$ cat src/rtl/accum_frame_ctrl_if.sv
// Sample-in and result-out streams of the accumulator frame controller.
// The slave modport is the controller's view; master is the source/sink view.
interface accum_frame_ctrl_if #(
  parameter int DIN_WIDTH  = 32,
  parameter int DOUT_WIDTH = 32
);
  logic                  s_valid;
  logic [DIN_WIDTH-1:0]  s_data;
  logic                  s_ready;
  logic                  m_valid;
  logic                  m_ready;
  logic [DOUT_WIDTH-1:0] m_result;
  logic                  m_ovf;

  modport slave (
    input  s_valid, s_data, m_ready,
    output s_ready, m_valid, m_result, m_ovf
  );

  modport master (
    output s_valid, s_data, m_ready,
    input  s_ready, m_valid, m_result, m_ovf
  );
endinterface

$ cat src/rtl/accum_frame_ctrl.sv
// Frame sequencer for an external signed accumulator.
// Flow: clear, stream frame_len samples, then hand out the sum with a sticky overflow flag.
module accum_frame_ctrl #(
  parameter int DIN_WIDTH  = 32,
  parameter int DOUT_WIDTH = 32,
  parameter int LEN_WIDTH  = 8
) (
  input  logic                  clk,
  input  logic                  rst,
  input  logic                  start,
  input  logic [LEN_WIDTH-1:0]  frame_len,
  input  logic                  abort,
  output logic                  busy,
  output logic                  acc_clear,
  output logic                  acc_enable,
  output logic [DIN_WIDTH-1:0]  acc_data,
  input  logic [DOUT_WIDTH-1:0] acc_result,
  accum_frame_ctrl_if.slave     bus
);

  typedef enum logic [2:0] {
    IDLE,
    CLEAR,
    RUN,
    DRAIN,
    DONE
  } state_t;

  state_t               state;
  state_t               state_nxt;

  logic [LEN_WIDTH-1:0] len;
  logic [LEN_WIDTH-1:0] count;
  logic                 ovf;
  logic                 a_sgn;
  logic                 d_sgn;
  logic                 chk_pend;

  logic                 s_ready;
  logic                 m_valid;
  logic                 accept;
  logic                 last;
  logic                 start_take;
  logic                 abort_take;
  logic                 result_take;

  assign last = (count == len - LEN_WIDTH'(1));

  always_ff @(posedge clk or posedge rst) begin
    if (rst) begin
      state <= IDLE;
    end else begin
      state <= state_nxt;
    end
  end

  always_comb begin
    state_nxt   = state;
    busy        = (state != IDLE);
    s_ready     = 1'b0;
    acc_clear   = 1'b0;
    acc_enable  = 1'b0;
    m_valid     = 1'b0;
    accept      = 1'b0;
    start_take  = 1'b0;
    abort_take  = 1'b0;
    result_take = 1'b0;

    case (state)
      IDLE: begin
        // start outranks a simultaneous abort because abort has no effect here
        if (start && (frame_len != '0)) begin
          start_take = 1'b1;
          state_nxt  = CLEAR;
        end
      end

      CLEAR: begin
        acc_clear = 1'b1;
        if (abort) begin
          abort_take = 1'b1;
          state_nxt  = IDLE;
        end else begin
          state_nxt = RUN;
        end
      end

      RUN: begin
        if (abort) begin
          abort_take = 1'b1;
          acc_clear  = 1'b1;
          state_nxt  = IDLE;
        end else begin
          s_ready    = 1'b1;
          acc_enable = bus.s_valid;
          accept     = bus.s_valid;
          if (bus.s_valid && last) begin
            state_nxt = DRAIN;
          end
        end
      end

      DRAIN: begin
        if (abort) begin
          abort_take = 1'b1;
          acc_clear  = 1'b1;
          state_nxt  = IDLE;
        end else begin
          state_nxt = DONE;
        end
      end

      DONE: begin
        m_valid = 1'b1;
        if (bus.m_ready) begin
          result_take = 1'b1;
          state_nxt   = IDLE;
        end
      end

      default: begin
        state_nxt = IDLE;
      end
    endcase
  end

  // Sign snapshot taken on each accept is compared against the registered sum one cycle later,
  // so a pending check always lines up with the add it belongs to, even back-to-back.
  always_ff @(posedge clk or posedge rst) begin
    if (rst) begin
      len      <= '0;
      count    <= '0;
      ovf      <= 1'b0;
      a_sgn    <= 1'b0;
      d_sgn    <= 1'b0;
      chk_pend <= 1'b0;
    end else begin
      chk_pend <= accept;
      if (accept) begin
        a_sgn <= acc_result[DOUT_WIDTH-1];
        d_sgn <= bus.s_data[DIN_WIDTH-1];
        count <= count + LEN_WIDTH'(1);
      end

      if (chk_pend && (a_sgn == d_sgn) && (acc_result[DOUT_WIDTH-1] != a_sgn)) begin
        ovf <= 1'b1;
      end

      if (start_take) begin
        len   <= frame_len;
        count <= '0;
        ovf   <= 1'b0;
      end

      if (abort_take) begin
        count <= '0;
        ovf   <= 1'b0;
      end

      if (result_take) begin
        count <= '0;
      end
    end
  end

  assign acc_data     = bus.s_data;
  assign bus.s_ready  = s_ready;
  assign bus.m_valid  = m_valid;
  assign bus.m_result = m_valid ? acc_result : '0;
  assign bus.m_ovf    = ovf;

endmodule

$ cat src/flat_wrapper.sv
// flat-port wrapper written by rule: the top's interface ports become plain ports
module accum_frame_ctrl_flat 
#(
  parameter int DIN_WIDTH  = 32,
  parameter int DOUT_WIDTH = 32,
  parameter int LEN_WIDTH  = 8
)
  (clk, rst, start, frame_len, abort, busy, acc_clear, acc_enable, acc_data, acc_result, bus_s_valid, bus_s_data, bus_m_ready, bus_s_ready, bus_m_valid, bus_m_result, bus_m_ovf);
  accum_frame_ctrl_if #(.DIN_WIDTH(DIN_WIDTH), .DOUT_WIDTH(DOUT_WIDTH)) bus_i ();
  input  logic clk;
  input  logic rst;
  input  logic start;
  input  logic [LEN_WIDTH-1:0] frame_len;
  input  logic abort;
  output logic busy;
  output logic acc_clear;
  output logic acc_enable;
  output logic [DIN_WIDTH-1:0] acc_data;
  input  logic [DOUT_WIDTH-1:0] acc_result;
  input wire logic [$bits(bus_i.s_valid)-1:0] bus_s_valid;
  input wire logic [$bits(bus_i.s_data)-1:0] bus_s_data;
  input wire logic [$bits(bus_i.m_ready)-1:0] bus_m_ready;
  output wire logic [$bits(bus_i.s_ready)-1:0] bus_s_ready;
  output wire logic [$bits(bus_i.m_valid)-1:0] bus_m_valid;
  output wire logic [$bits(bus_i.m_result)-1:0] bus_m_result;
  output wire logic [$bits(bus_i.m_ovf)-1:0] bus_m_ovf;
  assign bus_i.s_valid = bus_s_valid;
  assign bus_i.s_data = bus_s_data;
  assign bus_i.m_ready = bus_m_ready;
  assign bus_s_ready = bus_i.s_ready;
  assign bus_m_valid = bus_i.m_valid;
  assign bus_m_result = bus_i.m_result;
  assign bus_m_ovf = bus_i.m_ovf;
  accum_frame_ctrl #(.DIN_WIDTH(DIN_WIDTH), .DOUT_WIDTH(DOUT_WIDTH), .LEN_WIDTH(LEN_WIDTH)) u_core (.clk(clk), .rst(rst), .start(start), .frame_len(frame_len), .abort(abort), .busy(busy), .acc_clear(acc_clear), .acc_enable(acc_enable), .acc_data(acc_data), .acc_result(acc_result), .bus(bus_i));
endmodule
$ cat config.mk
export PLATFORM = sky130hd
export DESIGN_NAME = accum_frame_ctrl_flat
export DESIGN_NICKNAME = d
export VERILOG_FILES = /design/src/rtl/accum_frame_ctrl_if.sv /design/src/rtl/accum_frame_ctrl.sv /design/src/flat_wrapper.sv
export SDC_FILE = /design/constraint.sdc
export NUM_CORES = 1
export LEC_CHECK = 0
export BUFFER_PORTS_ARGS = -buffer_cell sky130_fd_sc_hd__buf_4
export CORE_MARGIN = 2
export CORE_UTILIZATION = 40
export CTS_BUF_LIST = sky130_fd_sc_hd__clkbuf_4 sky130_fd_sc_hd__clkbuf_8
export CTS_CLUSTER_DIAMETER = 120
export DETAILED_ROUTE_END_ITERATION = 10
export GPL_ROUTABILITY_DRIVEN = 0
export MAX_ROUTING_LAYER = met4
export PLACE_DENSITY = 0.79
export SETUP_SLACK_MARGIN = 0.05
export SLEW_MARGIN = 20
export SYNTH_ARGS = -nofsm -noshare
export SYNTH_HDL_FRONTEND = slang
export SYNTH_SLANG_ARGS = --single-unit
$ cat constraint.sdc
create_clock -name clk -period 2.1 [get_ports clk]
set_input_delay 0.42 -clock clk [delete_from_list [all_inputs] [get_ports clk]]
set_output_delay 0.42 -clock clk [all_outputs]
set_load 0.01 [all_outputs]
## Word level (Yosys, flattened, before mapping)

Index checks and enable logic that the tools add are counted.

- ROM bits: 0
- Memories kept: 0
- Latch bits: 0
- Register bits: 23
- Word-level logic and storage cells: 58
- Bits of input ports: 78
- Output and inout port bits: 70
- RAM bits: 0

- Equal/unequal tests: 10
- Add/sub/neg operators: 2
- Bitwise gates (word level): 0
- Div/mod/pow operators: 0
- Order comparisons: 0
- Muxes and demuxes: 27
- Multipliers: 0
- Reductions and logical operators: 12
- Shifts and indexed selects: 0

Operators with widths:

| kind | count |
|---|---|
| 2-to-1 mux 32 bit | 1 |
| 2-to-1 mux 8 bit | 4 |
| 2-to-1 mux 3 bit | 5 |
| one-hot mux 3 bit (5 select lines) | 1 |
| 2-to-1 mux 1 bit | 14 |
| adder 8 x 1 -> 8 bit (second input constant) | 1 |
| equality test 8 bit | 1 |
| nonzero test 8 bit | 1 |
| subtractor 8 x 1 -> 8 bit (second input constant) | 1 |
| equality test 3 x 2 -> 1 bit (second input constant) | 2 |
| nonzero test 3 bit | 2 |
| logical AND 1 bit | 4 |
| nonzero test 4 bit | 1 |
| equality test 3 x 1 -> 1 bit (second input constant) | 1 |
| equality test 3 bit (second input constant) | 1 |
| logical NOT 3 bit | 1 |
| inequality test 3 x 2 -> 1 bit (second input constant) | 1 |
| AND reduction 3 bit | 1 |
| OR reduction 3 bit | 1 |
| 2-to-1 mux 2 bit | 1 |
| inequality test 2 x 1 -> 1 bit (second input constant) | 1 |
| inequality test 2 bit (second input constant) | 1 |
| one-hot mux 1 bit (2 select lines) | 1 |
| OR reduction 2 bit | 1 |
| 2 further kinds | 2 |

## Depth between registers and ports, before layout

Gate-level depths: netlist of the first run.

- Word-level depth: 7
- Gate-level depth with buffers: 7
- Depth with buffers taken out: 7

## Worst setup path before layout of the first run

Ideal clock, no wire load.

- Path kind: register to register
- Start point: register u_core.state[0]
- End point: register u_core.len[2]
- Cell stages (with the launch flop): 5
- Data required time: 1.975 ns
- Slack: 0.369 ns
- Arrival time: 1.606 ns
- Clock period less this slack: 1.731 ns
- Path buffers: 1
- Library setup time: 0.125 ns
- Cells stage by stage: dfrtp_1 or3_4 a211oi_2 buf_6 mux2_4

- Word-level cells in the longest chain between the ends: 2

Ends and longest elaborated chain:

| element | line | source |
|---|---|---|
| from (decl) | accum_frame_ctrl.sv:29 | `state_t state;` |
| from (signal assigned) | accum_frame_ctrl.sv:53 | `state <= state_nxt;` |
| logical NOT 3 bit | accum_frame_ctrl.sv:69 | `case (state)` |
| 2-to-1 mux 1 bit | accum_frame_ctrl.sv:69 |  |
| to (signal assigned) | accum_frame_ctrl.sv:150 | `len <= frame_len;` |
| to (decl) | accum_frame_ctrl.sv:32 | `logic [LEN_WIDTH-1:0] len;` |

Every way passes these cells.
A chain may end at the register's enable or synchronous reset.

## Worst setup path after layout of the first run

- Start point: register u_core.state[2]
- End point: output port acc_enable

- Word-level cells in the longest chain between the ends: 2

Ends and longest elaborated chain:

| element | line | source |
|---|---|---|
| equality test 3 x 2 -> 1 bit | accum_frame_ctrl.sv:69 |  |
| 2-to-1 mux 1 bit | accum_frame_ctrl.sv:69 |  |
| to (decl) | flat_wrapper.sv:17 | `output logic acc_enable;` |

Every way passes these cells.

==> flow_summary.ini, run 1 <==
[synth]
post-synth-top-area-cell = dfrtp_1
yosysSeqAreaShare_pct = 32.28
synth_area_leaders = dfrtp_1 (32%), buf_4 (13%), and3_1 (11%)
synth_seq_cells = 23
syn_inst = 202
netlist_area_um2 = 1783
postSynthNetCount = 282
postSynthAreaPerCell_um2 = 8.827
yosys_warnings = 0
synthDistinctLibCells = 39
synth_top_area_share_pct = 32.28

[setup_path]
reg2reg_slack_ps = 250
end_kind = output port
worstSetupStartpointType = flop
critPathArrivalTime_ps = 1530
ff2ff_path_depth = 4
worstReg2RegEnd = u_core.len[2]
critPathKind = reg2out
cp_max_fo = 10
cp_data_required_time_ps = 1680
r2r_start = u_core.state[0]

[route]
wl_mm = 4.332
dr.pass1.iters = 4
vias_per_cell = 4.994
drt_iter0_markers = 72
avgRoutedWirePerCell_um = 14.06
drtAntennaViolNets = 0
drc = 0
vias = 1538

[timing]
final_hold_viol_count = 0
slew_viol_final = 0
slew_headroom_pct = 59.77
period_needed_ps = 1949
finalSetupTns_ps = 0
final.setup.worst_slack_ps = 150.8
timing.hold.ws_ps = 195.2
setup_viol = 0
fmax_ghz = 0.5130
skew_ps = 1.515
period_share_pct = 92.82
grt_setup_unrepaired = true
worst_slew_pin_slew_ps = 598.0

[floorplan]
rows = 24
die_w_um = 70.77
core-area_um2 = 4324
io_pins = 148
initial_utilization_pct = 41.23
die_h_um = 70.77
dieArea_um2 = 5008

[cts]
cts_tree = done
postCtsHoldBufs = 0
clkTransAtPathRegs_ps = 80
h-tree-depth = 1
clockBufferDepth = 2
cts_sinks = 23
clock_latency_ps = 260
cts_buffers = 3
cts_root_buf = clkbuf_8

[power_and_ir_drop]
seqPwrFrac_pct = 36.0
p_int_uw = 1216
p_leak_uw = 0.001260
power_density_nw_per_um2 = 853.8
p_clk_share_pct = 13.7
switching_share_pct = 38.30
p_switching_uw = 754.4
power_frac_comb_pct = 50.4
ir_drop_uv = 293.0

[run]
max-cap-violations = 0

[final_layout]
nNetsFinal = 337
fin_util_pct = 53.36
instances_no_fill = 308
num-fill-cells = 408
antennaDiodeCount = 0
multi_input_area_um2 = 908.4
syn2layout_area_growth_pct = 29.40
final_layout_size_suffix_gt1_share_pct = 42.19
regArea_um2 = 575.6

[placement]
hpwl_mm = 3.417
place_worst_setup_slack_ps = 234.6
placedCellCount = 303
portBuffers = 85

[grt]
grt_pass1_vias = 1474
antenna_found_initial = 0
grt_pass1_wl_mm = 6.955
grtUsageTotal_pct = 17.36
overflow = 0
grt_max_degree = 35

[worst_hold_path]
min_path_type = in2async

[run_status]
outcome = finished clean
stage by stage:
stage	total power (µW)	cell area (µm²)
3_3_place_gp	1663	2242
3_5_place_dp	1693	2242
2_1_floorplan	1442	1783
4_1_cts	1968	2291
6_report	1970	2307
5_1_grt	2124	2307
critical path, cell delays in order (launching register included):
cell,delay [ps]
dfrtp_1,400
buf_4,170
nor4b_4,280
nand2_4,150
inv_4,140
buf_4,130
per-layer routing:
metal / vias up / share of wire [%] / GRT usage (%)
li1: 770 / - / -
met1: 718 / 42 / 23.04
met2: 40 / 49 / 25.75
met3: 10 / 7.6 / 3.989
met4: 0 / 1.2 / 6.709
met5: - / 0 / -
layout make-up:
class | count | share of cell area, %
inverter | 6 | 1.085
clock inverter | 1 | 0.2169
tap | 52 | 2.820
clock buffer | 3 | 1.790
timing repair buffer | 91 | 29.77
sequential | 23 | 24.95
multi-input combinational | 132 | 39.37
registers in the layout, indices dropped and copies added, names as in the netlist:
signal and count:
u_core.state 3, u_core.d_sgn 1, u_core.len 8, u_core.chk_pend 1
u_core.a_sgn 1, u_core.bus.m_ovf 1, u_core.count 8
cells by family after synthesis:
| family | count (synthesis) | share of synthesized area, % |
|---|---|---|
| buffers and inverters | 47 | 17.05 |
| AOI/OAI and AO/OA | 16 | 6.456 |
| muxes | 7 | 5.403 |
| and+or+nand+nor | 88 | 28.07 |
| adders and majority gates | 2 | 1.403 |
| xor gates and xnor gates | 19 | 9.333 |
| DFF | 23 | 32.28 |
cell usage after synthesis:
library cell	n
a211oi_1	1
a211oi_2	1
a21o_4	1
a21oi_1	3
a41o_2	1
a41oi_1	1
and2_1	1
and3_1	32
and4_1	1
and4b_1	1
buf_4	32
buf_6	1
clkbuf_1	8
dfrtp_1	23
ha_1	2
inv_1	5
inv_2	1
mux2_2	1
mux2_4	5
mux2i_1	1
nand2_1	18
nand2_2	1
nand2b_1	2
nand3_1	3
nand3b_1	1
nand4_1	2
nor2_1	13
nor3_1	4
nor3b_1	1
nor4_1	4
nor4b_4	1
o21ai_0	6
o21bai_1	1
o31ai_1	1
or2_1	1
or3_4	1
or4bb_1	1
xnor2_1	13
xor2_1	6
what timing repair did:
| item | CTS | global route |
|---|---|---|
| resized for setup | 1 | 2 |
| pin swaps | 0 | 2 |
| buffers inserted | 0 | 1 |
| setup endpoints to repair | 1 | 2 |
power groups by stage:
stage               logic (µW)  registers [µW]  clock network (µW)
floorplan                  764             678                   0
global placement           953             710                   0
detailed placement         975             718                   0
CTS                        980             709                 279
global route              1090             731                 299
finish                     992             708                 269
worst max-delay path by stage:
stage	end	start
6_report	acc_enable	u_core.state[2]
5_1_grt	acc_enable	u_core.state[2]
4_1_cts	acc_enable	u_core.state[2]
3_5_place_dp	u_core.len[7]	u_core.state[0]
3_3_place_gp	u_core.count[1]	frame_len[6]
2_1_floorplan	u_core.len[2]	u_core.state[0]
placed cells by master, fill, tap and decap left out, drive strengths merged, types with 2 or more instances in the layout:
cell	n
and3	32
nand3	3
a211oi	2
xnor2	13
nand2b	2
buf	91
nor2	13
dfrtp	23
o21ai	6
a21oi	3
nand2	19
clkbuf	3
nand4	2
xor2	6
mux2	6
nor4	4
nor3	4
inv	6
ha	2
(Power assumes the default switching activity.)
==> inputs of run 2 (changes only) <==
==> constraint.sdc (replaced) <==
create_clock -name clk -period 2.1 [get_ports clk]
set_input_delay 0.21 -clock clk [delete_from_list [all_inputs] [get_ports clk]]
set_output_delay 0.21 -clock clk [all_outputs]
set_load 0.01 [all_outputs]
==> run 2 against run 1 <==
Compared with the run above:
- first-iteration DRC count is 39% higher
- wire length is 2.5% higher
- combinational power about the same
- critical endpoint unchanged
- critical path depth unchanged
- sequential cell count unchanged
- clock power rose by 3%
- worst hold slack worse by 58 ps
- largest power group unchanged
- largest cell class unchanged
==> flow_summary.ini, run 2 (synthesis gave the netlist of run 1 again) <==
[run_status]
outcome = finished clean

[power_and_ir_drop]
ir_drop_uv = 373.6
power_frac_comb_pct = 50.3
p_clk_share_pct = 13.9
power_density_nw_per_um2 = 867.3
p_switching_uw = 775.4
seqPwrFrac_pct = 35.8
switching_share_pct = 38.90
p_int_uw = 1218
p_leak_uw = 0.001249

[route]
drtAntennaViolNets = 0
wl_mm = 4.441
vias_per_cell = 4.968
vias = 1530
dr.pass1.iters = 4
avgRoutedWirePerCell_um = 14.42
drc = 0
drt_iter0_markers = 100

[cts]
cts_buffers = 3
postCtsHoldBufs = 1
clockBufferDepth = 2
clkTransAtPathRegs_ps = 90
h-tree-depth = 1
postCtsResizedCells = 0
cts_sinks = 23
cts_root_buf = clkbuf_8
clock_latency_ps = 260
cts_tree = done
post-cts-setup-buffers = 0

[floorplan]
rows = 24
io_pins = 148
core-area_um2 = 4324
die_w_um = 70.77
dieArea_um2 = 5008
initial_utilization_pct = 41.23
die_h_um = 70.77

[placement]
placedCellCount = 303
hpwl_mm = 3.607
portBuffers = 85
place_worst_setup_slack_ps = 261.8

[timing]
slew_viol_final = 0
skew_ps = 4.777
final.setup.worst_slack_ps = 214.6
period_share_pct = 89.78
fmax_ghz = 0.5304
worst_slew_pin_slew_ps = 657.5
period_needed_ps = 1885
setup_viol = 0
slew_headroom_pct = 55.76
finalSetupTns_ps = 0
final_hold_viol_count = 0
grt_setup_unrepaired = false

[final_layout]
syn2layout_area_growth_pct = 28.91
nNetsFinal = 337
final_layout_size_suffix_gt1_share_pct = 41.80
final_common_cell = buf_4
final_cell_mix = buf_4 (90), and3_1 (32), dfrtp_1 (23)
top_regs = u_core.count x8, u_core.len x8, u_core.state x3
instances_no_fill = 308
antennaDiodeCount = 0
num-fill-cells = 429

[setup_path]
cp_data_required_time_ps = 1890
worstSetupStartpointType = flop
critPathArrivalTime_ps = 1680
end_kind = output port
cp_max_fo = 38
critPathKind = reg2out

[grt]
grt_pass1_wl_mm = 7.258
overflow = 0
antenna_found_initial = 0
grt_pass1_vias = 1500
grt_max_degree = 39
grtUsageTotal_pct = 18.25

[worst_hold_path]
min_path_type = in2reg

[run]
max-cap-violations = 0
[run 2: worst paths after layout]
path	startpoint	end	slack (ps)	depth (start not counted)
min in group asynchronous	rst	u_core.count[0]	540	4
worst min-delay path	bus_m_ready	u_core.state[2]	140	2
worst max-delay path	u_core.state[2]	acc_enable	210	5
max in group asynchronous	rst	u_core.len[7]	1330	4
worst max register to register	u_core.state[0]	u_core.len[5]	250	4
worst min register to register	u_core.chk_pend	u_core.bus.m_ovf	510	2
[run 2: per-layer routing]
layer | up-vias | GRT usage (%) | part of all wire (%)
met1 | 710 | 23.24 | 42
met4 | 0 | 6.289 | 2.2
li1 | 766 | - | -
met5 | - | - | 0
met2 | 38 | 28.45 | 50
met3 | 16 | 4.416 | 6.6
[run 2: layout make-up]
type	count	area [µm²]	area share [%]
inverters	6	22.52	0.9799
repair buffers	91	685.7	29.83
well taps	52	65.06	2.831
flip-flops and latches	23	575.6	25.04
multi-input cells	132	903.4	39.30
clock buffers	3	41.29	1.796
clock inverters	1	5.005	0.2177
[run 2: worst max-delay path, stage by stage, from the launching register on]
cell and delay, ps:
dfrtp_1 380, buf_4 230, nor4b_4 310, nand2_2 160, inv_2 180, buf_4 150
[run 2: metrics by stage]
step	total power (µW)	utilization (%)	hold WS, ps	area [µm²]
6_report	1993	53.15	136.8	2298
5_1_grt	2136	53.15	130.1	2298
4_1_cts	1998	53.15	141.7	2298
3_5_place_dp	1719	51.85	281.4	2242
3_3_place_gp	1678	51.85	275.6	2242
2_1_floorplan	1442	-	211.9	1783
[run 2: power by group through the flow]
stage / clock network (µW) / logic [µW] / registers [µW]
after CTS: 283 / 1000 / 711
after detailed placement: 0 / 999 / 720
after global routing: 303 / 1100 / 735
after floorplan: 0 / 764 / 678
after global placement: 0 / 968 / 710
final: 278 / 1000 / 713
==> inputs of run 3 (changes only) <==
==> constraint.sdc (replaced) <==
create_clock -name clk -period 1.75 [get_ports clk]
set_input_delay 0.175 -clock clk [delete_from_list [all_inputs] [get_ports clk]]
set_output_delay 0.175 -clock clk [all_outputs]
set_load 0.01 [all_outputs]
==> run 3 against run 2 <==
Compared with the run above:
- sequential power grew 19%
- clock power grew 26%
- utilization grew 5.4 points
- critical path depth grew 1
- non-clock buffer count grew 14
- final cell count grew 4.5%
- die area is the same
- critical endpoint unchanged
==> flow_summary.ini, run 3 (synthesis gave the netlist of run 1 again) <==
[power_and_ir_drop]
p_leak_uw = 0.001354
ir_drop_uv = 512.2
power_density_nw_per_um2 = 1109

[setup_path]
cp_max_fo = 5
critPathKind = reg2out
r2r_start = u_core.state[1]
worstSetupStartpointType = flop
ff2ff_path_depth = 6
critPathArrivalTime_ps = 1510
cp_data_required_time_ps = 1570
worstReg2RegEnd = u_core.state[0]
reg2reg_slack_ps = 90
end_kind = output port

[cts]
clockBufferDepth = 2
cts_buffers = 3
h-tree-depth = 1
clkTransAtPathRegs_ps = 90
clock_latency_ps = 280
cts_tree = done
cts_root_buf = clkbuf_8
cts_sinks = 23

[worst_hold_path]
holdPathStages = 3
min_from = bus_s_data[31]
min_path_type = in2reg
min_to = u_core.d_sgn

[timing]
fmax_ghz = 0.5919
worst_slew_pin_slew_ps = 596.3
finalSetupTns_ps = 0
setup_viol = 0
slew_viol_final = 0
slew_headroom_pct = 60.20
grt_setup_unrepaired = true
final.setup.worst_slack_ps = 60.43
final_hold_viol_count = 0
skew_ps = 9.333
period_needed_ps = 1690
period_share_pct = 96.55

[run]
max-cap-violations = 0

[grt]
grt_pass1_vias = 1527
grtUsageTotal_pct = 18.95
grt_max_degree = 37
overflow = 0
antenna_found_initial = 0
grt_pass1_wl_mm = 7.417

[route]
wl_mm = 5.024
drc = 0
vias = 1691
drtAntennaViolNets = 0
drt_iter0_markers = 60
avgRoutedWirePerCell_um = 15.60
dr.pass1.iters = 6
vias_per_cell = 5.252

[placement]
placedCellCount = 310
placed_area_um2 = 2328
hpwl_mm = 3.643
portBuffers = 85
place_worst_setup_slack_ps = 88.24

[final_layout]
antennaDiodeCount = 0
nNetsFinal = 351
final_common_cell = buf_4
top_regs = u_core.count x8, u_core.len x8, u_core.state x3
instances_no_fill = 322
final_area_um2 = 2530
syn2layout_area_growth_pct = 41.89
final_cell_mix = buf_4 (97), and3_1 (32), dfrtp_1 (22)
final_layout_size_suffix_gt1_share_pct = 48.15

[floorplan]
die_h_um = 70.77
io_pins = 148
dieArea_um2 = 5008
core-area_um2 = 4324
die_w_um = 70.77
initial_utilization_pct = 41.23
rows = 24

[run_status]
outcome = finished clean
-- run 3: cell types whose count changed in the layout (fill, tap and decap cells not counted), moves of 2 or more --
cell,delta
buf_12,+2
buf_4,+7
buf_6,+4
nor3_1,-2
nor3_2,+2
nor4_1,-2
-- run 3: metal layers --
metal | vias to the layer above | global-route usage (%) | part of all wire [%]
met1 | 796 | 20.91 | 36
met2 | 90 | 33.02 | 53
li1 | 796 | - | -
met4 | 0 | 5.031 | 1.6
met3 | 9 | 5.983 | 9.6
met5 | - | - | 0
-- run 3: worst max path at each step --
stage	startpoint	end	slack (ps)	cells after the start
floorplan	u_core.state[0]	u_core.len[2]	100	4
global placement	u_core.state[0]	u_core.len[5]	120	4
detailed placement	u_core.state[0]	u_core.count[3]	90	6
CTS	u_core.state[1]	acc_enable	30	6
global route	u_core.state[1]	acc_enable	8	6
finish	u_core.state[1]	acc_enable	60	6
-- run 3: worst max-delay path: stages, from the launching register on --
cell and delay [ps]:
dfrtp_1 390, buf_6 130, nor4b_4 290, nand2_2 120
inv_2 110, buf_6 110, buf_6 90
-- run 3: power by group --
part	internal, µW	leakage (µW)	switching [µW]	total, µW
Clock	160	0.0000255	189	349
Combinational	872	0.00103	740	1610
Sequential	673	0.000298	173	846
Total	1700	0.00135	1100	2810
-- run 3: what timing repair did --
| action | CTS | global route |
|---|---|---|
| endpoints found under the setup margin | 34 | 43 |
| cloned | 0 | 1 |
| resized for setup | 5 | 11 |
| hold buffers | 1 | 0 |
| endpoints found under the hold margin | 13 | 0 |
| buffers inserted | 2 | 4 |
| pin swaps | 1 | 3 |
-- run 3: final cells by class --
| class | count | area [µm²] |
|---|---|---|
| Clock buffer | 3 | 41.29 |
| Tap cell | 52 | 65.06 |
| Sequential cell | 23 | 576.8 |
| Clock inverter | 1 | 5.005 |
| Timing Repair Buffer | 105 | 848.3 |
| Fill cell | 385 | 1794 |
| Inverter | 6 | 22.52 |
| Multi-Input combinational cell | 132 | 970.9 |
-- run 3: metrics by stage --
stage | power (µW) | hold slack (ps) | util, %
after floorplan | 1741 | 176.9 | -
after global placement | 2134 | 267.9 | 53.85
after detailed placement | 2168 | 282.5 | 53.85
after CTS | 2562 | 106.8 | 55.93
after global routing | 2990 | 114.0 | 58.51
final | 2806 | 97.45 | 58.51
